==> config.mk <==
export PLATFORM = sky130hd
export DESIGN_NAME = dense_layer_sequencer
export DESIGN_NICKNAME = d
export VERILOG_FILES = /design/src/rtl/dense_layer_sequencer.sv
export SDC_FILE = /design/constraint.sdc
export NUM_CORES = 1
export LEC_CHECK = 0
export BUFFER_PORTS_ARGS = -buffer_cell sky130_fd_sc_hd__buf_2
export CAP_MARGIN = 10
export CORE_MARGIN = 5
export CORE_UTILIZATION = 63
export CTS_CLUSTER_SIZE = 12
export DETAILED_ROUTE_END_ITERATION = 6
export PLACE_DENSITY = 0.87
export SLEW_MARGIN = 5
export SYNTH_ARGS = -nofsm -noshare
export SYNTH_HDL_FRONTEND = slang
export SYNTH_SLANG_ARGS = --single-unit
==> constraint.sdc <==
create_clock -name clk -period 7.3 [get_ports clk]
set_input_delay 0.73 -clock clk [delete_from_list [all_inputs] [get_ports clk]]
set_output_delay 0.73 -clock clk [all_outputs]
set_load 0.02 [all_outputs]
==> src/rtl/dense_layer_sequencer.sv <==
// Final dense-layer sequencer: per-neuron MAC over the flattened features, bias add, valid/ready score stream.
// Optional ARGMAX_EN adds a running signed argmax reported alongside done.
module dense_layer_sequencer #(
  parameter int N_IN   = 128,
  parameter int N_OUT  = 10,
  parameter int DATA_W = 16,
  parameter int ACC_W  = 32
) (
  input  logic                             clk,
  input  logic                             rst,
  input  logic                             start,
  output logic                             busy,
  output logic                             done,
  output logic [$clog2(N_IN)-1:0]          featAdr,
  input  logic signed [DATA_W-1:0]         featData,
  output logic [$clog2(N_IN*N_OUT)-1:0]    wAdr,
  input  logic signed [DATA_W-1:0]         wData,
  output logic [$clog2(N_OUT)-1:0]         biasAdr,
  input  logic signed [ACC_W-1:0]          biasData,
  output logic signed [ACC_W-1:0]          outData,
  output logic [$clog2(N_OUT)-1:0]         outIdx,
  output logic                             outValid,
  input  logic                             outReady,
  output logic [$clog2(N_OUT)-1:0]         classIdx,
  output logic                             classValid
);
  localparam int IW = $clog2(N_IN);
  localparam int OW = $clog2(N_OUT);
  localparam int WW = $clog2(N_IN*N_OUT);

  typedef enum logic [2:0] {S_IDLE, S_MAC, S_BIAS, S_OUT, S_DONE} state_t;

  state_t                    state_q;
  logic [IW-1:0]             i_q;
  logic [OW-1:0]             n_q;
  logic signed [ACC_W-1:0]   acc_q, acc_d, score_d;
  logic signed [ACC_W-1:0]   out_data_q;
  logic [OW-1:0]             out_idx_q;
  logic                      out_valid_q, done_q, addr_en;
  logic signed [2*DATA_W-1:0] prod;

  assign prod    = featData * wData;
  assign acc_d   = acc_q + ACC_W'(prod);
  assign score_d = acc_q + biasData;

  // Counters are frozen outside MAC, so addresses hold through a stalled output.
  assign addr_en = (state_q != S_IDLE) && (state_q != S_DONE);
  assign featAdr = addr_en ? i_q : '0;
  assign wAdr    = addr_en ? WW'(int'(n_q) * N_IN + int'(i_q)) : '0;
  assign biasAdr = addr_en ? n_q : '0;

  assign busy     = (state_q != S_IDLE);
  assign done     = done_q;
  assign outData  = out_data_q;
  assign outIdx   = out_idx_q;
  assign outValid = out_valid_q;

  always_ff @(posedge clk or posedge rst) begin
    if (rst) begin
      state_q     <= S_IDLE;
      i_q         <= '0;
      n_q         <= '0;
      acc_q       <= '0;
      out_data_q  <= '0;
      out_idx_q   <= '0;
      out_valid_q <= 1'b0;
      done_q      <= 1'b0;
    end else begin
      done_q <= 1'b0;
      case (state_q)
        S_IDLE: begin
          if (start) begin
            state_q <= S_MAC;
            i_q     <= '0;
            n_q     <= '0;
            acc_q   <= '0;
          end
        end
        S_MAC: begin
          acc_q <= acc_d;
          if (i_q == IW'(N_IN-1)) state_q <= S_BIAS;
          else                    i_q     <= i_q + IW'(1);
        end
        S_BIAS: begin
          out_data_q  <= score_d;
          out_idx_q   <= n_q;
          out_valid_q <= 1'b1;
          state_q     <= S_OUT;
        end
        S_OUT: begin
          if (outReady) begin
            out_valid_q <= 1'b0;
            if (n_q == OW'(N_OUT-1)) begin
              state_q <= S_DONE;
              done_q  <= 1'b1;
            end else begin
              n_q     <= n_q + OW'(1);
              i_q     <= '0;
              acc_q   <= '0;
              state_q <= S_MAC;
            end
          end
        end
        S_DONE:  state_q <= S_IDLE;
        default: state_q <= S_IDLE;
      endcase
    end
  end

`ifdef ARGMAX_EN
  logic signed [ACC_W-1:0] max_q;
  logic [OW-1:0]           max_idx_q, class_idx_q, best_idx;
  logic                    class_valid_q, take_new;

  // Strict compare keeps the lowest index on ties; neuron 0 always seeds the max.
  assign take_new = (out_idx_q == '0) || (out_data_q > max_q);
  assign best_idx = take_new ? out_idx_q : max_idx_q;

  always_ff @(posedge clk or posedge rst) begin
    if (rst) begin
      max_q         <= '0;
      max_idx_q     <= '0;
      class_idx_q   <= '0;
      class_valid_q <= 1'b0;
    end else begin
      class_valid_q <= 1'b0;
      if (state_q == S_IDLE && start) class_idx_q <= '0;
      if (state_q == S_OUT && outReady) begin
        if (take_new) begin
          max_q     <= out_data_q;
          max_idx_q <= out_idx_q;
        end
        if (n_q == OW'(N_OUT-1)) begin
          class_idx_q   <= best_idx;
          class_valid_q <= 1'b1;
        end
      end
    end
  end

  assign classIdx   = class_idx_q;
  assign classValid = class_valid_q;
`else
  assign classIdx   = '0;
  assign classValid = 1'b0;
`endif

endmodule

# After elaboration in Yosys (flattened, before gate mapping)
# Index checks and enable logic that the tools add are counted.
# Widths: inputs -> output; s select.
# totals
regBits,84
in_bits,68
out_inout_bits,66
elab_cells,62
# classes
add_sub_neg,5
n_mul,1
eq_ne,11
mux,26
n_reduce_logical,11
# ops
operator,count
$mux 32,3
$pmux 32 s3,1
$add 32x32->32,2
$mux 7,5
$mul 16x16->32,1
$pmux 7 s3,1
$mux 4,4
$mux 3,4
$pmux 3 s4,1
$add 11x7->11,1
$mux 11,1
$ne 2x2->1 const B,5
$pmux 4 s2,1
$reduce_and 4->1,2
$add 7x1->7 const B,1
$eq 7x7->1 const B,1
$eq 3x2->1 const B,2
$reduce_bool 3->1,2
$reduce_and 5->1,1
$add 4x1->4 const B,1
$eq 4x4->1 const B,1
$mux 1,4
$reduce_bool 2->1,2
$eq 3x1->1 const B,1
6 further kinds,6

# Depth between registers and ports, before layout
# Gate-level depths: netlist (run 1).
# depth
ltp_word,4
mapped_depth,24
depth_no_buf,23

# Worst setup path after synthesis (run 1)
# No wires, ideal clock.
# synth_timing
path_kind,input to register
startpoint,input wData[1]
endpoint,register acc_q[29]
setup_ps,122
arrival_ps,6366
t_required_ps,7178
slack_ps,813
cell_stages,22
path_buffers,1
path_cell_list,clkbuf_1 -> nand2_1 -> inv_1 -> fa_1 -> inv_1 -> fa_1 -> inv_1 -> fa_1 -> fa_1 -> fa_1 -> inv_1 -> fa_1 -> inv_1 -> ha_1 -> a21o_1 -> a21o_1 -> a21o_1 -> nand2_1 -> o31ai_2 -> o21a_1 -> or3_1 -> a32o_1
# synth_via
elab_chain_cells,3
# synth_rtl
item,line,text
from (decl),17,"input logic signed [DATA_W-1:0] wData,"
$mul 16x16->32,42,assign prod = featData * wData;
$add 32x32->32,43,assign acc_d = acc_q + ACC_W'(prod);
$pmux 32 s3,70,case (state_q)
to (signal assigned),63,acc_q <= '0;
to (signal assigned),76,acc_q <= '0;
to (signal assigned),80,acc_q <= acc_d;
to (decl),36,"logic signed [ACC_W-1:0] acc_q, acc_d, score_d;"
# Every way passes these cells.
# A chain may end at the register's enable or synchronous reset.

# Worst setup path after layout (run 1)
# Same ends and word-level chain as after synthesis.

==> results of run 1 <==
kinds of logic (layout without fill, tap and decap cells):
logic type,after synthesis,in the layout,synth area share
flops,84,84,0.134
compound gates,231,231,0.0975
fa+ha+maj,425,425,0.479
other cells,1,6,0.000239
mux,1,1,0.000718
buf+inv,422,504,0.105
xor+xnor,67,67,0.0374
simple gates,470,470,0.146
stage by stage:
step	instance area, µm²	utilization	instances	setup slack [ns]	hold slack [ns]
2_1_floorplan	15700	-	1705	0.813	0.468
4_1_cts	16800	0.688	2111	0.765	0.478
3_5_place_dp	16500	0.676	2095	0.424	0.461
6_report	16800	0.688	2112	0.741	0.475
5_1_grt	16800	0.688	2112	0.541	0.504
3_3_place_gp	16500	0.676	2095	0.549	0.454
registers in the layout, summed over array words and instances, names as in the netlist:
| register | cells |
|---|---|
| state_q | 3 |
| done | 1 |
| outData | 32 |
| outIdx | 4 |
| n_q | 4 |
| outValid | 1 |
| acc_q | 32 |
| i_q | 7 |
routing by layer:
metal,vias up,GRT usage,part of all wire
met4,0,0.136,0.057
met5,-,0,0
met2,428,0.485,0.54
met3,150,0.0345,0.050
met1,6009,0.307,0.35
li1,5408,-,-
how the worst max path moves through the flow:
stage,start,endpoint,slack (ns),cells past startpoint
floorplan,wData[1],acc_q[29],0.81,22
global placement,wData[1],acc_q[29],0.55,22
detailed placement,wData[1],acc_q[29],0.42,22
CTS,wData[1],acc_q[29],0.76,22
global route,featData[15],acc_q[28],0.54,22
finish,wData[1],acc_q[29],0.74,22
cell usage in the layout (no fill, tap or decap), drive strengths merged, types with 42 or more instances in the layout:
cell type	n
inv	353
fa	293
nand2	209
buf	134
ha	132
and2	126
dfrtp	84
o21ai	71
nor2	57
a21oi	42
worst max-delay path, stage by stage:
cell and delay [ns]:
sky130_fd_sc_hd__buf_2 0.21, sky130_fd_sc_hd__nand2_1 0.19, sky130_fd_sc_hd__inv_1 0.08, sky130_fd_sc_hd__fa_1 0.72
sky130_fd_sc_hd__inv_1 0.12, sky130_fd_sc_hd__fa_1 0.54, sky130_fd_sc_hd__inv_1 0.29, sky130_fd_sc_hd__fa_1 0.51
sky130_fd_sc_hd__fa_1 0.50, sky130_fd_sc_hd__fa_1 0.49, sky130_fd_sc_hd__inv_1 0.05, sky130_fd_sc_hd__fa_1 0.48
sky130_fd_sc_hd__inv_1 0.04, sky130_fd_sc_hd__ha_1 0.35, sky130_fd_sc_hd__a21o_1 0.20, sky130_fd_sc_hd__a21o_1 0.17
sky130_fd_sc_hd__a21o_1 0.18, sky130_fd_sc_hd__nand2_1 0.08, sky130_fd_sc_hd__o31ai_2 0.09, sky130_fd_sc_hd__o21a_1 0.19
sky130_fd_sc_hd__or3_1 0.30, sky130_fd_sc_hd__a32o_1 0.25
final cells by class:
type                    instances  area [µm²]
clock inverters                 4        47.5
repair buffers                134         686
fillers                      1797        7600
multi-input cells            1199       12000
clock buffers                  12         256
flip-flops and latches         84        2100
diodes                          1        2.50
inverters                     354        1330
well taps                     324         405
==> impl_metrics.prom, run 1 <==
# TYPE chip_impl_metric gauge
chip_impl_info{name="status",value="completed"} 1
chip_impl_metric{name="post-synth-top-area-fraction",unit=""} 0.374
chip_impl_metric{name="max_clock_freq",unit="GHz"} 0.152
chip_impl_metric{name="clk_pin_slew",unit="ns"} 0.06
chip_impl_info{name="min_path_type",value="reg -> reg"} 1
chip_impl_metric{name="post_drt_via_cell_ratio",unit=""} 5.68
chip_impl_info{name="worstHoldStart",value="outData[4]"} 1
chip_impl_metric{name="timing.final.hold_violations",unit=""} 0
chip_impl_metric{name="die_height",unit="µm"} 168
chip_impl_metric{name="htree_num_levels",unit=""} 3
chip_impl_metric{name="setup.reg_to_reg.worst_slack",unit="ns"} 1.80
chip_impl_metric{name="cts_post_setup_buffers_inserted",unit=""} 0
chip_impl_metric{name="cts_inserted_buffers",unit=""} 9
chip_impl_info{name="yosys.area.top_type",value="sky130_fd_sc_hd__fa_1"} 1
chip_impl_info{name="critPathCaptureType",value="register"} 1
chip_impl_metric{name="netlist_area",unit="µm²"} 15700
chip_impl_metric{name="worst_hold_stages",unit=""} 1
chip_impl_metric{name="total_number_of_placement_rows",unit=""} 57
chip_impl_metric{name="synth_seq_area_share",unit=""} 0.134
chip_impl_metric{name="min_period_over_period",unit=""} 0.898
chip_impl_metric{name="die_width",unit="µm"} 168
chip_impl_metric{name="insertion_delay",unit="ns"} 0.34
chip_impl_metric{name="wire_length_of_the_first_global_routing_pass",unit="mm"} 61.6
chip_impl_info{name="cts_root_buf",value="sky130_fd_sc_hd__clkbuf_16"} 1
chip_impl_metric{name="max-clock-path-buffers",unit=""} 2
chip_impl_metric{name="reg2regPathDepth",unit=""} 16
chip_impl_metric{name="postRouteWirelength",unit="mm"} 36.2
chip_impl_metric{name="layout-area-overhead-vs-synth",unit="%"} 7.02
chip_impl_metric{name="timing.slew.headroom",unit=""} 0.293
chip_impl_metric{name="post_synth_num_cell_types",unit=""} 65
chip_impl_metric{name="final.setup.tns",unit="ns"} 0
chip_impl_info{name="unrepaired_setup_endpoints_after_global_routing",value="false"} 1
chip_impl_info{name="tritoncts_clock_tree",value="built"} 1
chip_impl_info{name="r2r_end",value="acc_q[29]"} 1
chip_impl_metric{name="wire_length_per_cell",unit="µm"} 17.1
chip_impl_metric{name="worst_pin_slew",unit="ns"} 1.06
chip_impl_metric{name="synth-warning-count",unit=""} 0
chip_impl_info{name="timing_worst_setup_path_type",value="in -> reg"} 1
chip_impl_metric{name="netlist_instances",unit=""} 1701
chip_impl_metric{name="io_pins",unit=""} 134
chip_impl_metric{name="post_route_cells_drive_above_1_share",unit=""} 0.0923
chip_impl_info{name="reg2reg_from",value="acc_q[8]"} 1
chip_impl_metric{name="antenna_left",unit=""} 0
chip_impl_metric{name="first_pass_iters",unit=""} 5
chip_impl_metric{name="crit_path_arrival_time",unit="ns"} 6.79
chip_impl_metric{name="clock_sinks",unit=""} 84
chip_impl_metric{name="number_of_enable_type_register_cells_in_the_synthesized_netlist",unit=""} 0
chip_impl_info{name="synth.top_cells.by_count",value="sky130_fd_sc_hd__inv_1 (354), sky130_fd_sc_hd__fa_1 (293), sky130_fd_sc_hd__nand2_1 (209), sky130_fd_sc_hd__ha_1 (132), sky130_fd_sc_hd__and2_1 (126)"} 1
chip_impl_metric{name="async_flop_share",unit=""} 1.00
chip_impl_metric{name="starting_density_of_the_core",unit=""} 0.643
chip_impl_info{name="min_delay_worst_endpoint",value="outData[4]"} 1
chip_impl_metric{name="drcViolationCount",unit=""} 0
chip_impl_info{name="critPathLaunchType",value="primary input"} 1
chip_impl_info{name="netlist_top_cells_area",value="sky130_fd_sc_hd__fa_1 (37%), sky130_fd_sc_hd__dfrtp_1 (13%), sky130_fd_sc_hd__ha_1 (11%), sky130_fd_sc_hd__inv_1 (8.5%), sky130_fd_sc_hd__and2_1 (5.0%)"} 1
chip_impl_metric{name="post_cts_hold_buffer_count",unit=""} 0
chip_impl_metric{name="routed-via-count",unit=""} 11995
chip_impl_metric{name="critPathMaxFanout",unit=""} 16
chip_impl_metric{name="largest_net_degree_at_the_start_of_global_routing",unit=""} 85
chip_impl_info{name="postSynth.topFlopCell",value="sky130_fd_sc_hd__dfrtp_1"} 1
chip_impl_metric{name="report.final.setup_viol",unit=""} 0
chip_impl_metric{name="initial_antenna_violation_count",unit=""} 1
chip_impl_metric{name="timing.final.crit_period",unit="ns"} 6.56
chip_impl_metric{name="critical_path_required",unit="ns"} 7.53
chip_impl_metric{name="fin_skew",unit="ns"} 0.00902
chip_impl_metric{name="io_buffer_count",unit=""} 128
chip_impl_metric{name="place_congestion",unit=""} 0.937
chip_impl_metric{name="grt_pass1_vias",unit=""} 13332
chip_impl_metric{name="max_cap_viol_count",unit=""} 0
chip_impl_metric{name="detailedPlacementHpwl",unit="mm"} 29.9
chip_impl_metric{name="gr-usage-all-layers",unit=""} 0.266
chip_impl_metric{name="ys_seq_elements",unit=""} 84
chip_impl_metric{name="fp.dieArea",unit="µm²"} 28200
chip_impl_metric{name="finalMaxSlewViolations",unit=""} 0
chip_impl_metric{name="post_cts.resized_instances",unit=""} 0
chip_impl_metric{name="core_region_area",unit="µm²"} 24400
chip_impl_info{name="yosys.cell_count.top_type",value="sky130_fd_sc_hd__inv_1"} 1
chip_impl_metric{name="grt.overflow.total",unit=""} 0
chip_impl_metric{name="detailedRoute.firstIterationViolations",unit=""} 758
chip_impl_metric{name="nNetsFinal",unit=""} 2275
chip_impl_metric{name="syn_area_per_cell",unit="µm²"} 9.22
Power of run 1 is not shown: default switching activity piles up to over one toggle a cycle in this logic, so the estimate is an artifact.
==> run 2: changes to the inputs <==
--- a/config.mk
+++ b/config.mk
@@ -12,6 +12,7 @@
 export CTS_CLUSTER_SIZE = 12
 export DETAILED_ROUTE_END_ITERATION = 6
 export PLACE_DENSITY = 0.87
+export RECOVER_POWER = 25
 export SLEW_MARGIN = 5
 export SYNTH_ARGS = -nofsm -noshare
 export SYNTH_HDL_FRONTEND = slang
==> impl_metrics.prom, run 2 (same netlist as run 1, synthesis figures left out) <==
# TYPE chip_impl_metric gauge
chip_impl_info{name="status",value="finished with violations"} 1
chip_impl_info{name="violations_in_the_final_reports",value="max-capacitance violations, max-slew violations"} 1
chip_impl_metric{name="post_route_cells_drive_above_1_share",unit=""} 0.0783
chip_impl_metric{name="timing.final.crit_period",unit="ns"} 6.56
chip_impl_metric{name="timing.slew.headroom",unit=""} -2.00
chip_impl_metric{name="clock_sinks",unit=""} 84
chip_impl_metric{name="total_number_of_placement_rows",unit=""} 57
chip_impl_metric{name="num-fill-cells",unit=""} 1810
chip_impl_metric{name="final_cell_count_no_fill",unit=""} 2112
chip_impl_metric{name="nNetsFinal",unit=""} 2275
chip_impl_metric{name="htree_num_levels",unit=""} 3
chip_impl_metric{name="detailedPlacementHpwl",unit="mm"} 29.9
chip_impl_metric{name="dp.cells",unit=""} 2095
chip_impl_metric{name="reg2regPathDepth",unit=""} 16
chip_impl_metric{name="worst_hold_stages",unit=""} 1
chip_impl_info{name="cts_root_buf",value="sky130_fd_sc_hd__clkbuf_16"} 1
chip_impl_metric{name="report.final.setup_viol",unit=""} 0
chip_impl_info{name="final_common_cell",value="sky130_fd_sc_hd__inv_1"} 1
chip_impl_metric{name="cts_post_setup_buffers_inserted",unit=""} 0
chip_impl_metric{name="wire_length_per_cell",unit="µm"} 17.1
chip_impl_info{name="unrepaired_setup_endpoints_after_global_routing",value="false"} 1
chip_impl_metric{name="max-clock-path-buffers",unit=""} 2
chip_impl_info{name="commonest_cells_after_routing_fill_and_taps_aside",value="sky130_fd_sc_hd__inv_1 (353), sky130_fd_sc_hd__fa_1 (293), sky130_fd_sc_hd__nand2_1 (209)"} 1
chip_impl_metric{name="fin_util",unit=""} 0.687
chip_impl_metric{name="crit_path_arrival_time",unit="ns"} 6.79
chip_impl_metric{name="io_pins",unit=""} 134
chip_impl_metric{name="finalMaxSlewViolations",unit=""} 85
chip_impl_info{name="min_path_type",value="reg -> reg"} 1
chip_impl_metric{name="clk_pin_slew",unit="ns"} 0.06
chip_impl_info{name="r2r_end",value="acc_q[29]"} 1
chip_impl_info{name="reg2reg_from",value="acc_q[8]"} 1
chip_impl_metric{name="insertion_delay",unit="ns"} 0.34
chip_impl_metric{name="fp.dieArea",unit="µm²"} 28200
chip_impl_metric{name="min_period_over_period",unit=""} 0.899
chip_impl_info{name="critPathCaptureType",value="register"} 1
chip_impl_metric{name="largest_net_degree_at_the_start_of_global_routing",unit=""} 85
chip_impl_info{name="critical_path.startpoint",value="wData[1]"} 1
chip_impl_metric{name="fin_skew",unit="ns"} 0.00908
chip_impl_metric{name="setup.reg_to_reg.worst_slack",unit="ns"} 1.80
chip_impl_metric{name="post_cts.resized_instances",unit=""} 0
chip_impl_metric{name="first_pass_iters",unit=""} 5
chip_impl_metric{name="max_clock_freq",unit="GHz"} 0.152
chip_impl_metric{name="post_drt_via_cell_ratio",unit=""} 5.70
chip_impl_metric{name="critPathMaxFanout",unit=""} 16
chip_impl_metric{name="grt.overflow.total",unit=""} 0
chip_impl_metric{name="post_cts_hold_buffer_count",unit=""} 0
chip_impl_metric{name="max_cap_viol_count",unit=""} 1
chip_impl_metric{name="critical_path_required",unit="ns"} 7.53
chip_impl_metric{name="worst_pin_slew",unit="ns"} 4.50
chip_impl_metric{name="cts_inserted_buffers",unit=""} 9
chip_impl_metric{name="routed-via-count",unit=""} 12034
chip_impl_metric{name="antenna_left",unit=""} 0
chip_impl_metric{name="grt_pass1_vias",unit=""} 13332
chip_impl_info{name="min_delay_worst_endpoint",value="outData[4]"} 1
chip_impl_metric{name="final.setup.tns",unit="ns"} 0
chip_impl_metric{name="postRouteWirelength",unit="mm"} 36.2
chip_impl_info{name="critPathLaunchType",value="primary input"} 1
chip_impl_metric{name="die_height",unit="µm"} 168
chip_impl_info{name="worstHoldStart",value="outData[4]"} 1
chip_impl_info{name="tritoncts_clock_tree",value="built"} 1
chip_impl_metric{name="timing.final.hold_violations",unit=""} 0
chip_impl_metric{name="wire_length_of_the_first_global_routing_pass",unit="mm"} 61.6
chip_impl_info{name="timing_worst_setup_path_type",value="in -> reg"} 1
chip_impl_metric{name="io_buffer_count",unit=""} 128
chip_impl_metric{name="starting_density_of_the_core",unit=""} 0.643
chip_impl_metric{name="detailedRoute.firstIterationViolations",unit=""} 715
chip_impl_metric{name="layout-area-overhead-vs-synth",unit="%"} 6.80
chip_impl_metric{name="finalHoldWorstSlack",unit="ns"} 0.478
chip_impl_metric{name="gr-usage-all-layers",unit=""} 0.266
chip_impl_metric{name="place_congestion",unit=""} 0.937
chip_impl_metric{name="core_region_area",unit="µm²"} 24400
chip_impl_metric{name="initial_antenna_violation_count",unit=""} 1
chip_impl_metric{name="die_width",unit="µm"} 168
chip_impl_metric{name="drcViolationCount",unit=""} 0
==> run 2: changes by cell type in the layout (fill, tap and decap cells not counted) <==
cell                         delta
sky130_fd_sc_hd__clkbuf_1      +25
sky130_fd_sc_hd__buf_2         -24
sky130_fd_sc_hd__and2_1         -1
sky130_fd_sc_hd__clkinvlp_2     +1
sky130_fd_sc_hd__and2_0         +1
sky130_fd_sc_hd__clkinv_2       -1
sky130_fd_sc_hd__buf_4          -1
==> run 2: critical path, stage by stage <==
cell	delay [ns]
sky130_fd_sc_hd__buf_2	0.21
sky130_fd_sc_hd__nand2_1	0.19
sky130_fd_sc_hd__inv_1	0.08
sky130_fd_sc_hd__fa_1	0.72
sky130_fd_sc_hd__inv_1	0.12
sky130_fd_sc_hd__fa_1	0.54
sky130_fd_sc_hd__inv_1	0.29
sky130_fd_sc_hd__fa_1	0.51
sky130_fd_sc_hd__fa_1	0.50
sky130_fd_sc_hd__fa_1	0.49
sky130_fd_sc_hd__inv_1	0.05
sky130_fd_sc_hd__fa_1	0.48
sky130_fd_sc_hd__inv_1	0.04
sky130_fd_sc_hd__ha_1	0.35
sky130_fd_sc_hd__a21o_1	0.20
sky130_fd_sc_hd__a21o_1	0.17
sky130_fd_sc_hd__a21o_1	0.18
sky130_fd_sc_hd__nand2_1	0.08
sky130_fd_sc_hd__o31ai_2	0.09
sky130_fd_sc_hd__o21a_1	0.19
sky130_fd_sc_hd__or3_1	0.30
sky130_fd_sc_hd__a32o_1	0.26
==> run 2: layout make-up <==
| type | count | area, µm² | share of cell area |
|---|---|---|---|
| multi-input cells | 1199 | 12000 | 0.714 |
| flip-flops and latches | 84 | 2100 | 0.125 |
| inverters | 354 | 1330 | 0.0794 |
| repair buffers | 134 | 652 | 0.0389 |
| well taps | 324 | 405 | 0.0242 |
| clock buffers | 12 | 256 | 0.0153 |
| clock inverters | 4 | 47.5 | 0.00284 |
| diodes | 1 | 2.50 | 0.000149 |
==> run 2: how the worst max path moves through the flow <==
stage / end
after CTS: acc_q[29]
after floorplan: acc_q[29]
after detailed placement: acc_q[29]
final: acc_q[29]
after global routing: acc_q[28]
after global placement: acc_q[29]
==> run 2: per-layer routing <==
| layer | vias up | part of all wire | track usage |
|---|---|---|---|
| met5 | - | 0 | 0 |
| met4 | 0 | 0.056 | 0.136 |
| met3 | 152 | 0.051 | 0.0345 |
| met2 | 444 | 0.54 | 0.485 |
| met1 | 6030 | 0.35 | 0.307 |
| li1 | 5408 | - | - |
==> run 2: stage by stage <==
stage | worst slack (ns) | area, µm²
after floorplan | 0.813 | 15700
after global placement | 0.549 | 16500
after detailed placement | 0.424 | 16500
after CTS | 0.765 | 16800
after global routing | 0.541 | 16800
final | 0.737 | 16800
Power of run 2 is left out for the same reason.
==> run 3: changes to the inputs <==
--- a/config.mk
+++ b/config.mk
@@ -13,6 +13,7 @@
 export DETAILED_ROUTE_END_ITERATION = 6
 export PLACE_DENSITY = 0.87
 export RECOVER_POWER = 25
+export REMOVE_ABC_BUFFERS = 1
 export SLEW_MARGIN = 5
 export SYNTH_ARGS = -nofsm -noshare
 export SYNTH_HDL_FRONTEND = slang
==> impl_metrics.prom, run 3 (same netlist as run 1, synthesis figures left out) <==
# TYPE chip_impl_metric gauge
chip_impl_info{name="status",value="finished with violations"} 1
chip_impl_info{name="violations_in_the_final_reports",value="max-capacitance violations, max-slew violations"} 1
chip_impl_metric{name="routed-wl-met3",unit="mm"} 2.38
chip_impl_metric{name="num_antenna_cells",unit=""} 0
chip_impl_metric{name="htree_num_levels",unit=""} 3
chip_impl_metric{name="cp_num_cells",unit=""} 22
chip_impl_metric{name="worst_pin_slew",unit="ns"} 3.33
chip_impl_metric{name="wire_length_of_the_first_global_routing_pass",unit="mm"} 63.0
chip_impl_metric{name="met2_wire_length",unit="mm"} 19.9
chip_impl_info{name="cts_root_buf",value="sky130_fd_sc_hd__clkbuf_16"} 1
chip_impl_metric{name="crit_path_arrival_time",unit="ns"} 6.90
chip_impl_info{name="r2r_end",value="acc_q[29]"} 1
chip_impl_metric{name="post_drt_via_cell_ratio",unit=""} 5.74
chip_impl_metric{name="grt.overflow.total",unit=""} 0
chip_impl_info{name="cp_slowest_cell",value="sky130_fd_sc_hd__fa_1"} 1
chip_impl_metric{name="routed-via-count",unit=""} 12129
chip_impl_metric{name="largest_net_degree_at_the_start_of_global_routing",unit=""} 85
chip_impl_metric{name="max_cap_viol_count",unit=""} 1
chip_impl_info{name="unrepaired_setup_endpoints_after_global_routing",value="false"} 1
chip_impl_info{name="critPathLaunchType",value="primary input"} 1
chip_impl_metric{name="gr-usage-all-layers",unit=""} 0.274
chip_impl_metric{name="io_pins",unit=""} 134
chip_impl_metric{name="postRouteWirelength",unit="mm"} 37.4
chip_impl_metric{name="post_cts_hold_buffer_count",unit=""} 0
chip_impl_info{name="min_delay_worst_endpoint",value="outData[22]"} 1
chip_impl_info{name="worstHoldStart",value="outData[22]"} 1
chip_impl_metric{name="max_clock_freq",unit="GHz"} 0.150
chip_impl_metric{name="worst_hold_stages",unit=""} 2
chip_impl_metric{name="finalMaxSlewViolations",unit=""} 62
chip_impl_metric{name="timing.final.hold_violations",unit=""} 0
chip_impl_metric{name="multiInputGateArea",unit="µm²"} 12000
chip_impl_metric{name="max-clock-path-buffers",unit=""} 2
chip_impl_metric{name="detailedPlace.worstSlack",unit="ns"} 0.296
chip_impl_metric{name="detailedPlacementHpwl",unit="mm"} 30.6
chip_impl_metric{name="starting_density_of_the_core",unit=""} 0.643
chip_impl_metric{name="fin_skew",unit="ns"} 0.00953
chip_impl_info{name="timing_worst_setup_path_type",value="in -> reg"} 1
chip_impl_metric{name="drcViolationCount",unit=""} 0
chip_impl_metric{name="initial_antenna_violation_count",unit=""} 0
chip_impl_metric{name="worstPathBufferInverterCount",unit=""} 6
chip_impl_metric{name="register_area",unit="µm²"} 2100
chip_impl_metric{name="clock_sinks",unit=""} 84
chip_impl_metric{name="timing.final.crit_period",unit="ns"} 6.67
chip_impl_metric{name="fp.dieArea",unit="µm²"} 28200
chip_impl_info{name="reg2reg_from",value="acc_q[8]"} 1
chip_impl_metric{name="io_buffer_count",unit=""} 128
chip_impl_metric{name="core_region_area",unit="µm²"} 24400
chip_impl_metric{name="post_route_cells_drive_above_1_share",unit=""} 0.0917
chip_impl_info{name="critPathCaptureType",value="register"} 1
chip_impl_metric{name="reg2regPathDepth",unit=""} 16
chip_impl_metric{name="first_pass_iters",unit=""} 5
chip_impl_metric{name="nNetsFinal",unit=""} 2276
chip_impl_metric{name="routedLengthMet1",unit="mm"} 13.5
chip_impl_metric{name="cpPeakStageDelay",unit="ns"} 0.73
chip_impl_info{name="cp_top_family",value="adder cells"} 1
chip_impl_metric{name="report.final.setup_viol",unit=""} 0
chip_impl_metric{name="place_congestion",unit=""} 0.859
chip_impl_info{name="min_path_type",value="reg -> reg"} 1
chip_impl_info{name="final_common_cell",value="sky130_fd_sc_hd__inv_1"} 1
chip_impl_metric{name="clk_pin_slew",unit="ns"} 0.07
chip_impl_metric{name="final.setup.tns",unit="ns"} 0
chip_impl_info{name="crit_path_cell_trace",value="buf_2 > nand2_1 > inv_1 > fa_1 > inv_1 > fa_1 > inv_1 > fa_1 > fa_1 > fa_1 > inv_1 > fa_1 > inv_1 > ha_1 > a21o_1 > a21o_1 > a21o_1 > nand2_1 > o31ai_2 > o21a_1 > or3_1 > a32o_1"} 1
chip_impl_info{name="commonest_cells_after_routing_fill_and_taps_aside",value="sky130_fd_sc_hd__inv_1 (353), sky130_fd_sc_hd__fa_1 (293), sky130_fd_sc_hd__nand2_1 (209)"} 1
chip_impl_metric{name="antenna_left",unit=""} 0
chip_impl_metric{name="die_height",unit="µm"} 168
chip_impl_metric{name="min_period_over_period",unit=""} 0.913
chip_impl_info{name="top_layer",value="met4"} 1
chip_impl_info{name="tritoncts_clock_tree",value="built"} 1
chip_impl_metric{name="total_number_of_placement_rows",unit=""} 57
chip_impl_metric{name="cts_inserted_buffers",unit=""} 9
chip_impl_metric{name="die_width",unit="µm"} 168
chip_impl_info{name="timing.critical_path.mode_cell",value="sky130_fd_sc_hd__fa_1"} 1
chip_impl_metric{name="timing.slew.headroom",unit=""} -1.22
chip_impl_metric{name="final_critical_path_setup_slack",unit="ns"} 0.632
chip_impl_metric{name="setup.reg_to_reg.worst_slack",unit="ns"} 1.75
chip_impl_metric{name="critical_path_required",unit="ns"} 7.54
chip_impl_metric{name="insertion_delay",unit="ns"} 0.34
chip_impl_metric{name="post_cts.resized_instances",unit=""} 0
chip_impl_metric{name="grt_pass1_vias",unit=""} 13378
chip_impl_metric{name="detailedRoute.firstIterationViolations",unit=""} 849
chip_impl_metric{name="critPathMaxFanout",unit=""} 16
chip_impl_metric{name="num-fill-cells",unit=""} 1838
chip_impl_metric{name="cts_post_setup_buffers_inserted",unit=""} 0
chip_impl_metric{name="layout-area-overhead-vs-synth",unit="%"} 7.23
chip_impl_metric{name="wire_length_per_cell",unit="µm"} 17.7
==> run 3: metrics by stage <==
stage / instances / utilization / area (µm²) / hold WS [ns]
2_1_floorplan: 1637 / - / 15400 / 0.468
3_3_place_gp: 2095 / 0.676 / 16500 / 0.453
3_5_place_dp: 2095 / 0.676 / 16500 / 0.457
4_1_cts: 2111 / 0.690 / 16800 / 0.473
5_1_grt: 2112 / 0.690 / 16800 / 0.495
6_report: 2112 / 0.690 / 16800 / 0.470
==> run 3: how the worst max path moves through the flow <==
stage / start / endpoint / slack (ns)
final: wData[1] / acc_q[29] / 0.63
after global routing: wData[1] / acc_q[29] / 0.33
after CTS: wData[1] / acc_q[29] / 0.63
after detailed placement: wData[1] / acc_q[29] / 0.30
after global placement: wData[1] / acc_q[29] / 0.52
after floorplan: wData[1] / acc_q[29] / 1.02
==> run 3: routing by layer <==
layer / vias to the layer above / global-route usage
li1: 5409 / -
met3: 118 / 0.0460
met5: - / 0
met1: 6126 / 0.326
met2: 476 / 0.495
met4: 0 / 0.109
==> run 3: area by class of cell <==
class / count / area share
clock inverter: 6 / 0.00662
multi-input combinational: 1199 / 0.711
sequential: 84 / 0.125
clock buffer: 10 / 0.0136
inverter: 354 / 0.0791
tap: 324 / 0.0241
timing repair buffer: 135 / 0.0408
==> run 3: worst reg2reg max path, stage by stage (launching register included) <==
cell and delay (ns):
sky130_fd_sc_hd__dfrtp_1 0.44, sky130_fd_sc_hd__ha_1 0.35, sky130_fd_sc_hd__fa_1 0.49, sky130_fd_sc_hd__fa_1 0.51
sky130_fd_sc_hd__inv_1 0.06, sky130_fd_sc_hd__fa_1 0.51, sky130_fd_sc_hd__fa_1 0.51, sky130_fd_sc_hd__inv_1 0.05
sky130_fd_sc_hd__ha_1 0.32, sky130_fd_sc_hd__and3_1 0.17, sky130_fd_sc_hd__a221o_2 0.41, sky130_fd_sc_hd__o211a_1 0.32
sky130_fd_sc_hd__a2111oi_4 0.39, sky130_fd_sc_hd__o31ai_2 0.16, sky130_fd_sc_hd__o21a_1 0.20, sky130_fd_sc_hd__or3_1 0.31
sky130_fd_sc_hd__a32o_1 0.26
Power of run 3 is left out for the same reason.
